==> src/rtl/mul_operand_sequencer_if.sv <==
// Handshake and operand bus bundle between the operand sequencer, its upstream source,
// the repeated-addition multiplier and the downstream result consumer.
interface mul_operand_sequencer_if;
    logic        in_valid;
    logic        in_ready;
    logic [15:0] in_a;
    logic [15:0] in_b;
    logic        mul_start;
    logic [15:0] mul_bus;
    logic        mul_done;
    logic [15:0] mul_product;
    logic        out_valid;
    logic        out_ready;
    logic [15:0] out_product;
    logic        out_err;
    logic        busy;

    modport master (
        output in_valid, in_a, in_b, mul_done, mul_product, out_ready,
        input  in_ready, mul_start, mul_bus, out_valid, out_product, out_err, busy
    );

    modport slave (
        input  in_valid, in_a, in_b, mul_done, mul_product, out_ready,
        output in_ready, mul_start, mul_bus, out_valid, out_product, out_err, busy
    );
endinterface

==> src/rtl/mul_operand_sequencer.sv <==
// Feeds {a,b} pairs from a 2-deep FIFO to a shared-bus repeated-addition multiplier,
// short-circuits zero operands, and abandons jobs that exceed TIMEOUT wait cycles.
module mul_operand_sequencer #(
    parameter logic [15:0] TIMEOUT = 16'd1000
) (
    input  logic                    clk,
    input  logic                    rst_n,
    mul_operand_sequencer_if.slave  sif
);
    localparam int DATA_W = 16;

    localparam logic [2:0] S_IDLE = 3'd0;
    localparam logic [2:0] S_ZERO = 3'd1;
    localparam logic [2:0] S_LD_A = 3'd2;
    localparam logic [2:0] S_LD_B = 3'd3;
    localparam logic [2:0] S_WAIT = 3'd4;

    logic [2:0]        r_state;
    logic [2:0]        w_state_nxt;
    logic [DATA_W-1:0] r_fifo_a [2];
    logic [DATA_W-1:0] r_fifo_b [2];
    logic              r_wr_ptr;
    logic              r_rd_ptr;
    logic [1:0]        r_count;
    logic [15:0]       r_wait_cnt;
    logic              r_out_valid;
    logic [DATA_W-1:0] r_out_product;
    logic              r_out_err;

    logic              w_push;
    logic              w_pop;
    logic              w_done_ok;
    logic              w_timeout;
    logic [DATA_W-1:0] w_head_a;
    logic [DATA_W-1:0] w_head_b;
    logic [DATA_W-1:0] w_mul_bus;

    assign w_head_a  = r_fifo_a[r_rd_ptr];
    assign w_head_b  = r_fifo_b[r_rd_ptr];
    assign w_push    = sif.in_valid && sif.in_ready;
    assign w_done_ok = (r_state == S_WAIT) && sif.mul_done;
    // Done on the final wait cycle takes priority over the timeout.
    assign w_timeout = (r_state == S_WAIT) && !sif.mul_done && (r_wait_cnt == TIMEOUT - 16'd1);
    assign w_pop     = (r_state == S_ZERO) || w_done_ok || w_timeout;

    always_comb begin
        w_state_nxt = r_state;
        case (r_state)
            S_IDLE: begin
                if (r_count != 2'd0 && !r_out_valid) begin
                    if (w_head_a == '0 || w_head_b == '0) w_state_nxt = S_ZERO;
                    else                                  w_state_nxt = S_LD_A;
                end
            end
            S_ZERO:  w_state_nxt = S_IDLE;
            S_LD_A:  w_state_nxt = S_LD_B;
            S_LD_B:  w_state_nxt = S_WAIT;
            S_WAIT:  if (w_pop) w_state_nxt = S_IDLE;
            default: w_state_nxt = S_IDLE;
        endcase
    end

    always_comb begin
        w_mul_bus = '0;
        if (r_state == S_LD_A)      w_mul_bus = w_head_a;
        else if (r_state == S_LD_B) w_mul_bus = w_head_b;
    end

    // Control, FIFO pointers, wait counter and result registers
    always_ff @(posedge clk or negedge rst_n) begin
        if (!rst_n) begin
            r_state       <= S_IDLE;
            r_wr_ptr      <= 1'b0;
            r_rd_ptr      <= 1'b0;
            r_count       <= 2'd0;
            r_wait_cnt    <= 16'd0;
            r_out_valid   <= 1'b0;
            r_out_product <= '0;
            r_out_err     <= 1'b0;
        end else begin
            r_state <= w_state_nxt;
            if (w_push) r_wr_ptr <= ~r_wr_ptr;
            if (w_pop)  r_rd_ptr <= ~r_rd_ptr;
            case ({w_push, w_pop})
                2'b10:   r_count <= r_count + 2'd1;
                2'b01:   r_count <= r_count - 2'd1;
                default: r_count <= r_count;
            endcase

            if (r_state == S_LD_B)      r_wait_cnt <= 16'd0;
            else if (r_state == S_WAIT) r_wait_cnt <= r_wait_cnt + 16'd1;

            if (r_state == S_ZERO) begin
                r_out_valid   <= 1'b1;
                r_out_product <= '0;
                r_out_err     <= 1'b0;
            end else if (w_done_ok) begin
                r_out_valid   <= 1'b1;
                r_out_product <= sif.mul_product;
                r_out_err     <= 1'b0;
            end else if (w_timeout) begin
                r_out_valid   <= 1'b1;
                r_out_product <= '0;
                r_out_err     <= 1'b1;
            end else if (r_out_valid && sif.out_ready) begin
                r_out_valid   <= 1'b0;
            end
        end
    end

    // FIFO payload storage carries no reset; occupancy is tracked by r_count
    always_ff @(posedge clk) begin
        if (w_push) begin
            r_fifo_a[r_wr_ptr] <= sif.in_a;
            r_fifo_b[r_wr_ptr] <= sif.in_b;
        end
    end

    assign sif.in_ready    = (r_count < 2'd2);
    assign sif.mul_start   = (r_state == S_LD_A);
    assign sif.mul_bus     = w_mul_bus;
    assign sif.out_valid   = r_out_valid;
    assign sif.out_product = r_out_product;
    assign sif.out_err     = r_out_err;
    assign sif.busy        = (r_state != S_IDLE) || (r_count != 2'd0);
endmodule

==> src/flat_wrapper.sv <==
// flat-port wrapper written by rule: the top's interface ports become plain ports
module mul_operand_sequencer_flat 
#(
    parameter logic [15:0] TIMEOUT = 16'd1000
)
  (clk, rst_n, sif_in_valid, sif_in_a, sif_in_b, sif_mul_done, sif_mul_product, sif_out_ready, sif_in_ready, sif_mul_start, sif_mul_bus, sif_out_valid, sif_out_product, sif_out_err, sif_busy);
  mul_operand_sequencer_if sif_i ();
  input  logic clk;
  input  logic rst_n;
  input wire logic [$bits(sif_i.in_valid)-1:0] sif_in_valid;
  input wire logic [$bits(sif_i.in_a)-1:0] sif_in_a;
  input wire logic [$bits(sif_i.in_b)-1:0] sif_in_b;
  input wire logic [$bits(sif_i.mul_done)-1:0] sif_mul_done;
  input wire logic [$bits(sif_i.mul_product)-1:0] sif_mul_product;
  input wire logic [$bits(sif_i.out_ready)-1:0] sif_out_ready;
  output wire logic [$bits(sif_i.in_ready)-1:0] sif_in_ready;
  output wire logic [$bits(sif_i.mul_start)-1:0] sif_mul_start;
  output wire logic [$bits(sif_i.mul_bus)-1:0] sif_mul_bus;
  output wire logic [$bits(sif_i.out_valid)-1:0] sif_out_valid;
  output wire logic [$bits(sif_i.out_product)-1:0] sif_out_product;
  output wire logic [$bits(sif_i.out_err)-1:0] sif_out_err;
  output wire logic [$bits(sif_i.busy)-1:0] sif_busy;
  assign sif_i.in_valid = sif_in_valid;
  assign sif_i.in_a = sif_in_a;
  assign sif_i.in_b = sif_in_b;
  assign sif_i.mul_done = sif_mul_done;
  assign sif_i.mul_product = sif_mul_product;
  assign sif_i.out_ready = sif_out_ready;
  assign sif_in_ready = sif_i.in_ready;
  assign sif_mul_start = sif_i.mul_start;
  assign sif_mul_bus = sif_i.mul_bus;
  assign sif_out_valid = sif_i.out_valid;
  assign sif_out_product = sif_i.out_product;
  assign sif_out_err = sif_i.out_err;
  assign sif_busy = sif_i.busy;
  mul_operand_sequencer #(.TIMEOUT(TIMEOUT)) u_core (.clk(clk), .rst_n(rst_n), .sif(sif_i));
endmodule
==> config.mk <==
export PLATFORM = sky130hd
export DESIGN_NAME = mul_operand_sequencer_flat
export DESIGN_NICKNAME = d
export VERILOG_FILES = /design/src/rtl/mul_operand_sequencer_if.sv /design/src/rtl/mul_operand_sequencer.sv /design/src/flat_wrapper.sv
export SDC_FILE = /design/constraint.sdc
export NUM_CORES = 1
export LEC_CHECK = 0
export BUFFER_PORTS_ARGS = -buffer_cell sky130_fd_sc_hd__buf_2
export CAP_MARGIN = 15
export CORE_UTILIZATION = 61
export CTS_BUF_LIST = sky130_fd_sc_hd__clkbuf_2 sky130_fd_sc_hd__clkbuf_4 sky130_fd_sc_hd__clkbuf_8
export DETAILED_ROUTE_END_ITERATION = 8
export HOLD_SLACK_MARGIN = 0.12
export MAX_ROUTING_LAYER = met4
export PLACE_DENSITY_LB_ADDON = 0.12
export SLEW_MARGIN = 20
export SYNTH_ARGS = -nofsm -noshare
export SYNTH_HDL_FRONTEND = slang
export SYNTH_SLANG_ARGS = --single-unit
==> constraint.sdc <==
create_clock -name clk -period 7.12 [get_ports clk]
set_input_delay 0.356 -clock clk [delete_from_list [all_inputs] [get_ports clk]]
set_output_delay 0.356 -clock clk [all_outputs]
set_load 0.01 [all_outputs]
==> out/results.tsv <==
stage	metric	value	unit
yosys	synthAdderAreaFrac	0.00579	
sta	period_minus_slack	2.49	ns
global_route	grt-ovfl-total	0	
yosys	yosys-top-cells-area	edfxtp_1 44%, dfrtp_1 24%, mux2i_1 8.1%	
critical_path	critPathArrivalTime	2.14	ns
drt	vias	2845	
run_status	outcome	completed	
yosys	synth_compound_area_frac	0.0807	
clocking	clk_pin_slew	0.10	ns
critical_path	critPathRequiredTime	6.76	ns
drt	drt_iter0_drc	137	
power_and_ir_drop	sequentialPowerShare	0.496	
yosys	yosysSeqAreaShare	0.682	
critical_path	critPathLaunch	u_core.r_state[2]	
yosys	synthSimpleGateAreaFrac	0.107	
critical_path	rr_endpoint	u_core.r_state[0]	
die	dieArea	7430	um2
yosys	synth_cells	309	
yosys	syn-num-nets	364	
power_and_ir_drop	p_switching	645	uW
sta	max_freq	0.401	GHz
finish	fin_cells	502	
yosys	ys_types	36	
sta	hold_viol_final	0	
sta	post-route-period-util	0.350	
sta	finalMaxSlewViolations	0	
placed_design	dpl.cell_count	485	
die	die_h	86.2	um
die	core_area	6830	um2
yosys	synth_seq_cells	105	
finish	drive_above_1_share	0.278	
finish	final_util	0.740	
placed_design	placed_cell_area	4860	um2
clocking	clockBufferDepth	2	
die	fp-row-count	30	
critical_path	reg2reg_setup_slack	4.76	ns
die	pin_count	90	
yosys	synth_top_cell_area_share	0.444	
die	dieWidth	86.2	um
placed_design	post-dp-hpwl	5970	um
global_route	track_usage	0.254	
critical_path	timing.rr.start	u_core.r_rd_ptr	
sta	setup_violations	0	
power_and_ir_drop	powerDensity	360	nW/um2
power_and_ir_drop	p_leak	2.18	nW
critical_path	r2r_cells	5	
finish	nets	456	
clocking	ctsResizeCount	0	
yosys	yosys_warnings	0	
placed_design	gp_congestion	0.881	
power_and_ir_drop	p_clk_frac	0.191	
drt	totalWireLength	8390	um
yosys	syn_area	4330	um2
placed_design	portBuffers	89	
drt	detail-route-antenna-nets	0	
power_and_ir_drop	internal-power	1.17	mW
critical_path	worstSetupPathType	flop to primary output	
clocking	clk_latency	0.37	ns
power_and_ir_drop	swShare	0.355	
yosys	postSynthAreaPerCell	14.0	um2
global_route	grt_max_degree	42	
die	start_util	0.633	
critical_path	crit_path_end	sif_mul_bus[0]	
yosys	muxShareOfSynthArea	0.0836	
sta	rsz0062_at_grt	no	
power_and_ir_drop	comb_power_share	0.313	
drt	wl_per_cell	16.7	um
critical_path	start_kind	flop	
critical_path	critPathMaxFanout	18	
global_route	antenna_found_initial	0	
run	drv_cap	0	
drt	vias_per_cell	5.67	
sta	slew_headroom	0.355	
clocking	htreeDepth	3	
yosys	synthXorXnorAreaFrac	0.0243	
clocking	cts_made_buffers	9	
drt	drc	0	
finish	antenna_cells_inserted	0	
sta	worst_pin_slew	0.968	ns
sta	setup_tns	0	ns
clocking	root_buffer	clkbuf_8	
yosys	synth_async_sr_flop_share	0.390	
finish	area_growth	16.8	%
yosys	synth_edf_count	64	
worst_hold_path	hold_path_class	primary input to flop	
finish	design_area	5050	um2
yosys	synth_top_family_by_area	simple AND/OR/NAND/NOR gates	
clocking	cts.sinks	105	
yosys	yosys.area.top_type	edfxtp_1	
sta	fin_skew	0.0126	ns
global_route	grt_pass1_vias	2851	
power_and_ir_drop	ir_drop	0.000231	V
global_route	grt_pass1_wl	13600	um
drt	firstDrtPassIters	4	
sta	fin_hold_ws	0.165	ns
critical_path	end_kind	primary output	
yosys	synth_flop_cell	edfxtp_1	
clocking	cts_tree	yes	
==> cells in the final DEF (no fill, tap or decap), types with 2 or more instances in the layout <==
cell and instances:
a21oi_1 10, a22o_1 16, and2_1 4, and3_1 3
buf_2 89, buf_4 2, clkbuf_8 9, dfrtp_1 40
edfxtp_1 64, ha_1 2, inv_1 5, inv_6 2
inv_8 3, mux2i_1 35, nand2_1 19, nand3_1 2
nand4_1 7, nor2_1 19, nor2_2 2, nor3_1 6
nor4_1 13, o21ai_0 5, o22ai_1 17, or3_1 4
or4_1 2, xnor2_1 10, xor2_1 2
==> worst max-delay path: stages (launching register included) <==
cell	delay [ns]
dfrtp_1	0.49
nor2_1	0.28
nand2_1	0.41
o22ai_1	0.39
buf_2	0.19
==> stage by stage <==
| step | power [mW] | setup slack (ns) |
|---|---|---|
| 4_1_cts | 1.84 | 4.64 |
| 2_1_floorplan | 1.28 | 4.71 |
| 3_3_place_gp | 1.47 | 4.86 |
| 3_5_place_dp | 1.49 | 4.79 |
| 6_report | 1.82 | 4.63 |
| 5_1_grt | 1.92 | 4.43 |
==> synth_stat cells, types with 2 or more instances <==
master    instances
dfrtp_1          41
buf_2             4
or3_1             4
nand2_1          19
nor3_1            6
buf_1             2
nand3_1           2
edfxtp_1         64
or4_1             2
ha_1              2
and3_1            3
a21oi_1          10
mux2i_1          35
o22ai_1          17
xor2_1            2
and2_1            4
a22o_1           16
nand4_1           7
nor4_1           13
o21ai_0           5
clkbuf_1          4
xnor2_1          10
nor2_1           20
inv_1             5
==> kinds of logic after synthesis <==
group                    after synthesis
XOR/XNOR                              12
flip-flops                           105
AND/OR/NAND/NOR                       87
multiplexers                          36
AO/OA/AOI/OAI                         51
adder cells (fa/ha/maj)                2
buffers and inverters                 16
==> power by group through the flow <==
stage	sequential (mW)	combinational (mW)	clock, mW
2_1_floorplan	0.865	0.413	0
3_3_place_gp	0.911	0.560	0
3_5_place_dp	0.915	0.573	0
4_1_cts	0.902	0.575	0.359
5_1_grt	0.919	0.630	0.376
6_report	0.903	0.569	0.347
==> flip-flops by register name (all words and copies together) (netlist names) <==
| register | flops |
|---|---|
| u_core.r_count | 2 |
| u_core.r_wr_ptr | 1 |
| u_core.r_wait_cnt | 16 |
| u_core.r_fifo_a | 32 |
| u_core.r_state | 3 |
| u_core.sif.out_valid | 1 |
| u_core.r_rd_ptr | 1 |
| u_core.sif.out_product | 16 |
| u_core.sif.out_err | 1 |
| u_core.r_fifo_b | 32 |
==> area by class of cell <==
cell class	count	area [um2]
fillers	479	1780
inverters	5	18.8
clock buffers	9	124
well taps	96	120
clock inverters	7	63.8
flip-flops and latches	105	2950
repair buffers	92	470
multi-input cells	188	1310
==> worst min path at each step <==
| stage | endpoint | slack (ns) | start | cells past startpoint |
|---|---|---|---|---|
| 2_1_floorplan | u_core.r_count[0] | 0.06 | rst_n | 0 |
| 3_3_place_gp | u_core.r_wait_cnt[15] | 0.48 | u_core.r_wait_cnt[15] | 1 |
| 3_5_place_dp | u_core.sif.out_product[11] | 0.49 | u_core.sif.out_product[11] | 1 |
| 4_1_cts | u_core.r_fifo_a[0][14] | 0.15 | sif_in_a[14] | 1 |
| 5_1_grt | u_core.r_fifo_a[0][8] | 0.14 | sif_in_a[8] | 1 |
| 6_report | u_core.r_fifo_b[0][15] | 0.16 | sif_in_b[15] | 1 |
==> metal layers <==
layer  wire length, um  part of all wire  global-route usage  up-vias
met5                 0                 0                   -        -
met4                57            0.0068              0.0758        0
met3               474             0.057              0.0571        5
met2              4350              0.52               0.424       98
met1              3500              0.42               0.314     1369
li1                  -                 -                   -     1373
==> timing repair <==
action                    CTS  global route
hold buffers                1             0
hold endpoints to repair    6             0
buffers inserted            0             0
Power figures use the tool's default switching activity.
